### config.mk
export PLATFORM = sky130hd
export DESIGN_NAME = divisor_sequencial
export DESIGN_NICKNAME = d
export VERILOG_FILES = /design/src/rtl/divisor_sequencial.sv
export SDC_FILE = /design/constraint.sdc
export NUM_CORES = 1
export LEC_CHECK = 0
export CAP_MARGIN = 20
export CORE_UTILIZATION = 52
export CTS_CLUSTER_DIAMETER = 200
export DETAILED_ROUTE_END_ITERATION = 10
export GPL_ROUTABILITY_DRIVEN = 0
export PLACE_DENSITY = 0.78
export SYNTH_ARGS = -nofsm -noshare
export SYNTH_HDL_FRONTEND = slang
export SYNTH_SLANG_ARGS = --single-unit
### constraint.sdc
create_clock -name Clk -period 2.9 [get_ports Clk]
set_input_delay 0.58 -clock Clk [delete_from_list [all_inputs] [get_ports Clk]]
set_output_delay 0.58 -clock Clk [all_outputs]
set_load 0.01 [all_outputs]
### src/rtl/divisor_sequencial.sv
// divisor_sequencial: restoring shift-subtract unsigned divider.
// 2N-bit dividend / N-bit divisor -> N-bit quotient and N-bit remainder.
// The divider resolves one quotient bit per clock.
// Overflow, including divide-by-zero, is detected before iterating.
// Optional feature macro: DIVISOR_ZERO_FLAG_EN adds the DZ divide-by-zero flag port.
module divisor_sequencial #(
  parameter int unsigned N = 4
) (
  input  logic             Clk,
  input  logic             reset,
  input  logic             St,
  input  logic [2*N-1:0]   Dividendo,
  input  logic [N-1:0]     Divisor,
  output logic [N-1:0]     Quociente,
  output logic [N-1:0]     Resto,
  output logic             V,
  output logic             Idle,
  output logic             Done
`ifdef DIVISOR_ZERO_FLAG_EN
  ,
  output logic             DZ
`endif
);

  localparam int unsigned AW = 2 * N;
  localparam int unsigned CW = $clog2(N) + 1;

  typedef enum logic [1:0] {
    S_IDLE  = 2'd0,
    S_CHECK = 2'd1,
    S_DIV   = 2'd2,
    S_DONE  = 2'd3
  } state_e;

  state_e          state_q, state_d;
  logic [AW-1:0]   acc_q, acc_d;
  logic [N-1:0]    div_q, div_d;
  logic [CW-1:0]   cnt_q, cnt_d;
  logic [N-1:0]    quo_q, quo_d;
  logic [N-1:0]    rem_q, rem_d;
  logic            v_q, v_d;
  logic            idle_q, idle_d;
  logic            done_q, done_d;
`ifdef DIVISOR_ZERO_FLAG_EN
  logic            dz_q, dz_d;
`endif

  // Trial subtraction of the divisor from the shifted partial remainder.
  logic [N:0]      part_rem;
  logic            trial_ge;
  logic [N-1:0]    trial_lo;

  assign part_rem = acc_q[AW-1:N-1];
  assign trial_ge = (part_rem >= (N+1)'(div_q));
  assign trial_lo = N'(part_rem - (N+1)'(div_q));

  // Next-state and datapath update for the divider FSM.
  always_comb begin
    state_d = state_q;
    acc_d   = acc_q;
    div_d   = div_q;
    cnt_d   = cnt_q;
    quo_d   = quo_q;
    rem_d   = rem_q;
    v_d     = v_q;
`ifdef DIVISOR_ZERO_FLAG_EN
    dz_d    = dz_q;
`endif

    case (state_q)
      S_IDLE: begin
        if (St) begin
          acc_d   = Dividendo;
          div_d   = Divisor;
          quo_d   = '0;
          rem_d   = '0;
          v_d     = 1'b0;
`ifdef DIVISOR_ZERO_FLAG_EN
          dz_d    = 1'b0;
`endif
          state_d = S_CHECK;
        end
      end

      S_CHECK: begin
        // A high half not below the divisor means the quotient needs more than N bits.
        if (acc_q[AW-1:N] >= div_q) begin
          v_d     = 1'b1;
          quo_d   = '0;
          rem_d   = '0;
`ifdef DIVISOR_ZERO_FLAG_EN
          dz_d    = (div_q == '0);
`endif
          state_d = S_DONE;
        end else begin
          cnt_d   = '0;
          state_d = S_DIV;
        end
      end

      S_DIV: begin
        if (trial_ge) begin
          acc_d = {trial_lo, acc_q[N-2:0], 1'b1};
        end else begin
          acc_d = {acc_q[AW-2:0], 1'b0};
        end
        cnt_d = cnt_q + CW'(1);
        if (cnt_q == CW'(N - 1)) begin
          quo_d   = acc_d[N-1:0];
          rem_d   = acc_d[AW-1:N];
          state_d = S_DONE;
        end
      end

      S_DONE: begin
        state_d = S_IDLE;
      end

      default: begin
        state_d = S_IDLE;
      end
    endcase

    idle_d = (state_d == S_IDLE);
    done_d = (state_d == S_DONE);
  end

  // State and datapath registers; reset aborts any operation in flight.
  always_ff @(posedge Clk or negedge reset) begin
    if (!reset) begin
      state_q <= S_IDLE;
      acc_q   <= '0;
      div_q   <= '0;
      cnt_q   <= '0;
      quo_q   <= '0;
      rem_q   <= '0;
      v_q     <= 1'b0;
      idle_q  <= 1'b1;
      done_q  <= 1'b0;
`ifdef DIVISOR_ZERO_FLAG_EN
      dz_q    <= 1'b0;
`endif
    end else begin
      state_q <= state_d;
      acc_q   <= acc_d;
      div_q   <= div_d;
      cnt_q   <= cnt_d;
      quo_q   <= quo_d;
      rem_q   <= rem_d;
      v_q     <= v_d;
      idle_q  <= idle_d;
      done_q  <= done_d;
`ifdef DIVISOR_ZERO_FLAG_EN
      dz_q    <= dz_d;
`endif
    end
  end

  assign Quociente = quo_q;
  assign Resto     = rem_q;
  assign V         = v_q;
  assign Idle      = idle_q;
  assign Done      = done_q;
`ifdef DIVISOR_ZERO_FLAG_EN
  assign DZ        = dz_q;
`endif

endmodule

==> qor.csv, run 1 <==
metric,value,unit
I/O Buffers,25,
worst endpoint required time,3.14,ns
Non-Filler Instances,213,
Die H,57.1,µm
wire length per cell,14.2,µm
Hold WS,0.513,ns
status,completed,
RSZ-0062 raised after global routing,no,
dominant synthesized flop cell,dfrtp_1,
postcts setup bufs,0,
share of power burned in registers,30.4,%
NetSw,0.965,mW
Site Rows,19,
Starting Density,56.3,%
Die ar.,3260,µm²
"Warnings, synthesis",0,
clock power share,8.4,%
fraction of layout cells with a size suffix above 1,12.1,%
post-synthesis cell count,155,
asr flop ratio synth,100,%
Die Width,57.1,µm
Final nets,213,
CP Class,reg2reg,
dpl cell area,1870,µm²
PnR worst setup slack,0.530,ns
clk sinks,28,
CTS H-tree depth,1,
CP Capture Type,register,
vias per cell,5.49,
skew final,0.00994,ns
Worst setup SP type,register,
unique cell type count in the Yosys netlist,35,
# IOs,26,
fmax,422,MHz
R2R Setup Slk,0.53,ns
"Hold-fix buffers, CTS",0,
post-route cell area,1900,µm²
CTS tree,done,
pwr dens,1200,nW/µm²
global route overflow,0,
period utilization,81.7,%
Final min period,2.37,ns
core area,2810,µm²
Sw Ratio,42.2,%
worst min path class,reg2reg,
syn_nets,185,
Cells after DPL,209,
combinational power share,61.2,%
Overall Global Routing Usage,22.0,%
Util after Layout,67.8,%
filler cell count,251,
area grow syn2layout,20.5,%
maxcap violations,0,
Int Power,1.32,mW
Syn Area/Cell,10.2,µm²
Pre-antenna DRT Iters,4,
vias in the first global route,1231,
Worst EP arrival,2.61,ns
DRC viols,0,
setup_tns,0,ns
antenna-violating nets left,0,
Max Buffers Root-to-Sink,2,
dpl ws,0.561,ns
# resized after CTS,0,
worst slew pin tran,0.548,ns
largest net degree at the start of global routing,29,
Relative slew margins,63.2,%
global-route wire length before repair,5480,µm
Ant. Diodes,0,
max-slew violations,0,
WL final,3020,µm
CTS root buf,clkbuf_4,
"Hold Vio Cnt, Final",0,
synthesized area,1580,µm²
dpl hpwl,2370,µm
Via Count,1169,
sequential area share after synthesis,44.5,%
final setup fails,0,
CTS Buf Count,3,
Crit Path Max Fanout,8,
Final Power,2.29,mW
leakage,0.880,nW
Peak VDD IR,0.603,mV
Worst-path clk slew,0.15,ns
initial DRC count,40,
initial antenna violation count,0,
Synth Register Bits,28,
Clock Latency Late Sink,0.34,ns
Post-synth EDFFs,0,
worst max-delay path: stages (launching register included):
cell,delay (ns)
dfrtp_1,0.42
inv_1,0.09
ha_1,0.28
nand2b_1,0.14
a211o_1,0.29
a21oi_1,0.27
a211o_1,0.40
mux2_2,0.38
layout by cell type, fill, tap and decap left out, types with 5 or more instances in the layout:
master           synthesis  layout
a21oi_1                  8       8
clkdlybuf4s50_1          0      25
dfrtp_1                 27      27
ha_1                    14      14
inv_1                   18      18
mux2_2                   8       8
mux2i_1                  5       5
nand2_1                 11      11
nor2_1                  12      12
nor3_1                   5       5
o21ai_0                  7       7
cell families after synthesis:
family	Yosys count	synth area share (%)
mux	13	8.88
buf+inv	23	5.78
flops	28	44.5
simple gates	37	11.1
fa+ha+maj	15	12.4
compound gates	39	17.4
registers in the layout, indices dropped and copies added (netlist names), 2 cells and up:
register	count
div_q	4
Resto	4
acc_q	8
Quociente	4
cnt_q	3
state_q	2
layout make-up:
| type | count | area [µm²] | area share (%) |
|---|---|---|---|
| Tap cell | 31 | 38.8 | 2.04 |
| Sequential cell | 28 | 702 | 36.9 |
| Multi-Input combinational cell | 104 | 786 | 41.3 |
| Inverter | 18 | 67.6 | 3.55 |
| Timing Repair Buffer | 28 | 273 | 14.3 |
| Clock buffer | 4 | 36.3 | 1.91 |
Yosys cell counts, types with 3 or more instances:
library cell	n	area, µm²
a31oi_1	4	25.0
nand2b_1	4	25.0
dfrtp_1	27	676
a21oi_1	8	40.0
o21ai_0	7	35.0
mux2i_1	5	50.1
nor3_1	5	25.0
mux2_2	8	90.1
nor2_1	12	45.0
inv_1	18	67.6
ha_1	14	175
clkbuf_1	3	11.3
nand2_1	11	41.3
power groups by stage:
stage / Sequential, mW / Clock (mW) / Combinational, mW
after global routing: 0.723 / 0.209 / 1.58
after detailed placement: 0.707 / 0 / 1.41
after floorplan: 0.699 / 0 / 1.04
final: 0.694 / 0.192 / 1.40
after global placement: 0.697 / 0 / 1.35
after CTS: 0.697 / 0.200 / 1.41
final timing paths:
| kind | end | from | depth (start not counted) |
|---|---|---|---|
| min in group asynchronous | Resto[0] | reset | 2 |
| min reg2reg | cnt_q[2] | cnt_q[2] | 1 |
| max reg2reg | Resto[1] | acc_q[4] | 7 |
| min | cnt_q[2] | cnt_q[2] | 1 |
| max | Resto[1] | acc_q[4] | 7 |
| max in group asynchronous | Idle | reset | 2 |
layer usage:
layer / global-route usage [%] / vias to the layer above / routed length, µm
met3: 3.63 / 5 / 72
met2: 36.1 / 16 / 1480
met1: 29.4 / 551 / 1420
met5: 0 / - / 0
met4: 8.01 / 0 / 48
li1: - / 597 / -
(Power assumes the default switching activity.)
==> inputs of run 2 (changes only) <==
--- a/config.mk
+++ b/config.mk
@@ -6,11 +6,11 @@
 export NUM_CORES = 1
 export LEC_CHECK = 0
 export CAP_MARGIN = 20
-export CORE_UTILIZATION = 52
+export CORE_UTILIZATION = 47
 export CTS_CLUSTER_DIAMETER = 200
 export DETAILED_ROUTE_END_ITERATION = 10
 export GPL_ROUTABILITY_DRIVEN = 0
-export PLACE_DENSITY = 0.78
+export PLACE_DENSITY = 0.75
 export SYNTH_ARGS = -nofsm -noshare
 export SYNTH_HDL_FRONTEND = slang
 export SYNTH_SLANG_ARGS = --single-unit
==> constraint.sdc (replaced) <==
create_clock -name Clk -period 2.05 [get_ports Clk]
set_input_delay 0.41 -clock Clk [delete_from_list [all_inputs] [get_ports Clk]]
set_output_delay 0.41 -clock Clk [all_outputs]
set_load 0.01 [all_outputs]
==> qor.csv, run 2 (synthesis gave the netlist of run 1 again) <==
metric,value,unit,change
PnR worst setup slack,-0.000727,ns,-0.530 ns
worst min path class,in2async,,
Final min period,2.05,ns,-0.320 ns
Starting Density,50.5,%,-5.8 points
Final Power,3.67,mW,+60%
Die Width,60.0,µm,+5.0%
WL final,3360,µm,+11%
Pre-antenna DRT Iters,4,,unchanged
post-route cell area,2080,µm²,+9.3%
"most common cell after layout, fill and taps aside",dfrtp_1,,
filler cell count,257,,+2.4%
status,"finished, violations left",,
DRC viols,0,,unchanged
area grow syn2layout,31.7,%,
skew final,0.00533,ns,-0.00461 ns
Ant. Diodes,0,,unchanged
CTS tree,done,,
period utilization,100,%,+18 points
CTS root buf,clkbuf_4,,
final setup fails,1,,+1
# IOs,26,,unchanged
CTS Buf Count,3,,unchanged
Worst EP arrival,2.27,ns,-0.34 ns
clk sinks,28,,unchanged
leakage,0.958,nW,+8.9%
Hold WS,0.445,ns,-0.0680 ns
violated checks,setup timing,,
global-route wire length before repair,5600,µm,+2.3%
pwr dens,1760,nW/µm²,+47%
Worst setup SP type,register,,
fraction of layout cells with a size suffix above 1,22.4,%,+10 points
global route overflow,0,,unchanged
dpl cell area,1960,µm²,+5.1%
worst endpoint required time,2.27,ns,-0.87 ns
RSZ-0062 raised after global routing,yes,,
I/O Buffers,25,,unchanged
maxcap violations,0,,unchanged
fmax,488,MHz,+16%
Peak VDD IR,0.802,mV,+33%
dpl ws,-0.0465,ns,-0.607 ns
largest net degree at the start of global routing,29,,unchanged
Die ar.,3600,µm²,+10%
max-slew violations,0,,unchanged
worst slew pin tran,0.471,ns,-0.0766 ns
antenna-violating nets left,0,,unchanged
"Hold-fix buffers, CTS",0,,unchanged
Top reg by flops,acc_q,,
Worst-path clk slew,0.15,ns,about the same
Final nets,227,,+6.6%
Via Count,1269,,+8.6%
CP Capture Type,register,,
core area,3130,µm²,+12%
Site Rows,20,,+1
"Hold Vio Cnt, Final",0,,unchanged
vias in the first global route,1297,,+5.4%
vias per cell,5.29,,-3.7%
Overall Global Routing Usage,20.8,%,-1.1 points
Crit Path Max Fanout,8,,unchanged
CTS H-tree depth,1,,unchanged
wire length per cell,14.0,µm,-1.1%
Die H,60.0,µm,+5.0%
Clock Latency Late Sink,0.32,ns,-0.02 ns
max FFs per register,8,,unchanged
Relative slew margins,68.2,%,+4.9 points
initial DRC count,42,,+5.0%
initial antenna violation count,0,,unchanged
Max Buffers Root-to-Sink,2,,unchanged
"commonest cells after routing, fill and taps aside","dfrtp_1 (27), clkdlybuf4s50_1 (25), inv_1 (17)",,
dpl hpwl,2470,µm,+4.4%
CP Class,reg2reg,,
[run 2: cell count changes in the layout (fill, tap and decap cells not counted), moves of 2 or more]
cell	before	now
mux2_4	0	4
mux2_2	8	4
buf_4	3	16
ha_1	14	12
[run 2: path summary, 6_finish.rpt]
| check | from | endpoint | slack (ns) | depth (start not counted) |
|---|---|---|---|---|
| worst max register to register | acc_q[4] | Resto[2] | -0.0007 | 7 |
| min in group Clk | cnt_q[1] | cnt_q[1] | 0.51 | 1 |
| max in group asynchronous | reset | Idle | 1.30 | 2 |
| worst max-delay path | acc_q[4] | Resto[2] | -0.0007 | 7 |
| worst min-delay path | reset | acc_q[4] | 0.44 | 2 |
| worst min register to register | cnt_q[1] | cnt_q[1] | 0.51 | 1 |
[run 2: metrics by stage]
| stage | util, % | std cells | setup TNS, ns |
|---|---|---|---|
| 6_report | 66.5 | 240 | -0.000727 |
| 5_1_grt | 66.5 | 240 | -0.0713 |
| 4_1_cts | 64.4 | 238 | 0 |
| 3_5_place_dp | 62.7 | 232 | -0.172 |
| 3_3_place_gp | 62.7 | 232 | 0 |
| 2_1_floorplan | - | 155 | 0 |
[run 2: final cells by class]
cell class                 instances  area (µm²)  area share [%]
timing repair buffer              42         382            18.4
sequential                        28         702            33.8
clock buffer                       4        26.3            1.26
tap                               44        55.1            2.65
multi-input combinational        104         847            40.7
inverter                          18        67.6            3.25
[run 2: layer usage]
metal,share of wire [%],track usage (%),up-vias
met5,0,0,-
met4,1.6,5.98,0
met3,2.7,2.60,6
met2,51,38.1,19
met1,45,25.5,617
li1,-,-,627
[run 2: timing repair]
action / 4_1_cts / 5_1_grt
setup buffers: 2 / 2
setup endpoints to repair: 8 / 15
resized for setup: 4 / 11
pin swaps: 1 / 9
[run 2: worst max-delay path, cell delays in order, from the launching register on]
cell and delay [ns]:
dfrtp_1 0.45, buf_6 0.14, ha_4 0.14, or4_4 0.52, a21oi_4 0.24, a211o_2 0.15, a21oi_2 0.05, mux2_4 0.27
[run 2: report_power, final]
group	internal, mW	leakage, nW	switching, mW
combinational	1.28	0.603	1.17
sequential	0.808	0.341	0.185
clock	0.0761	0.0150	0.155
total	2.16	0.958	1.51
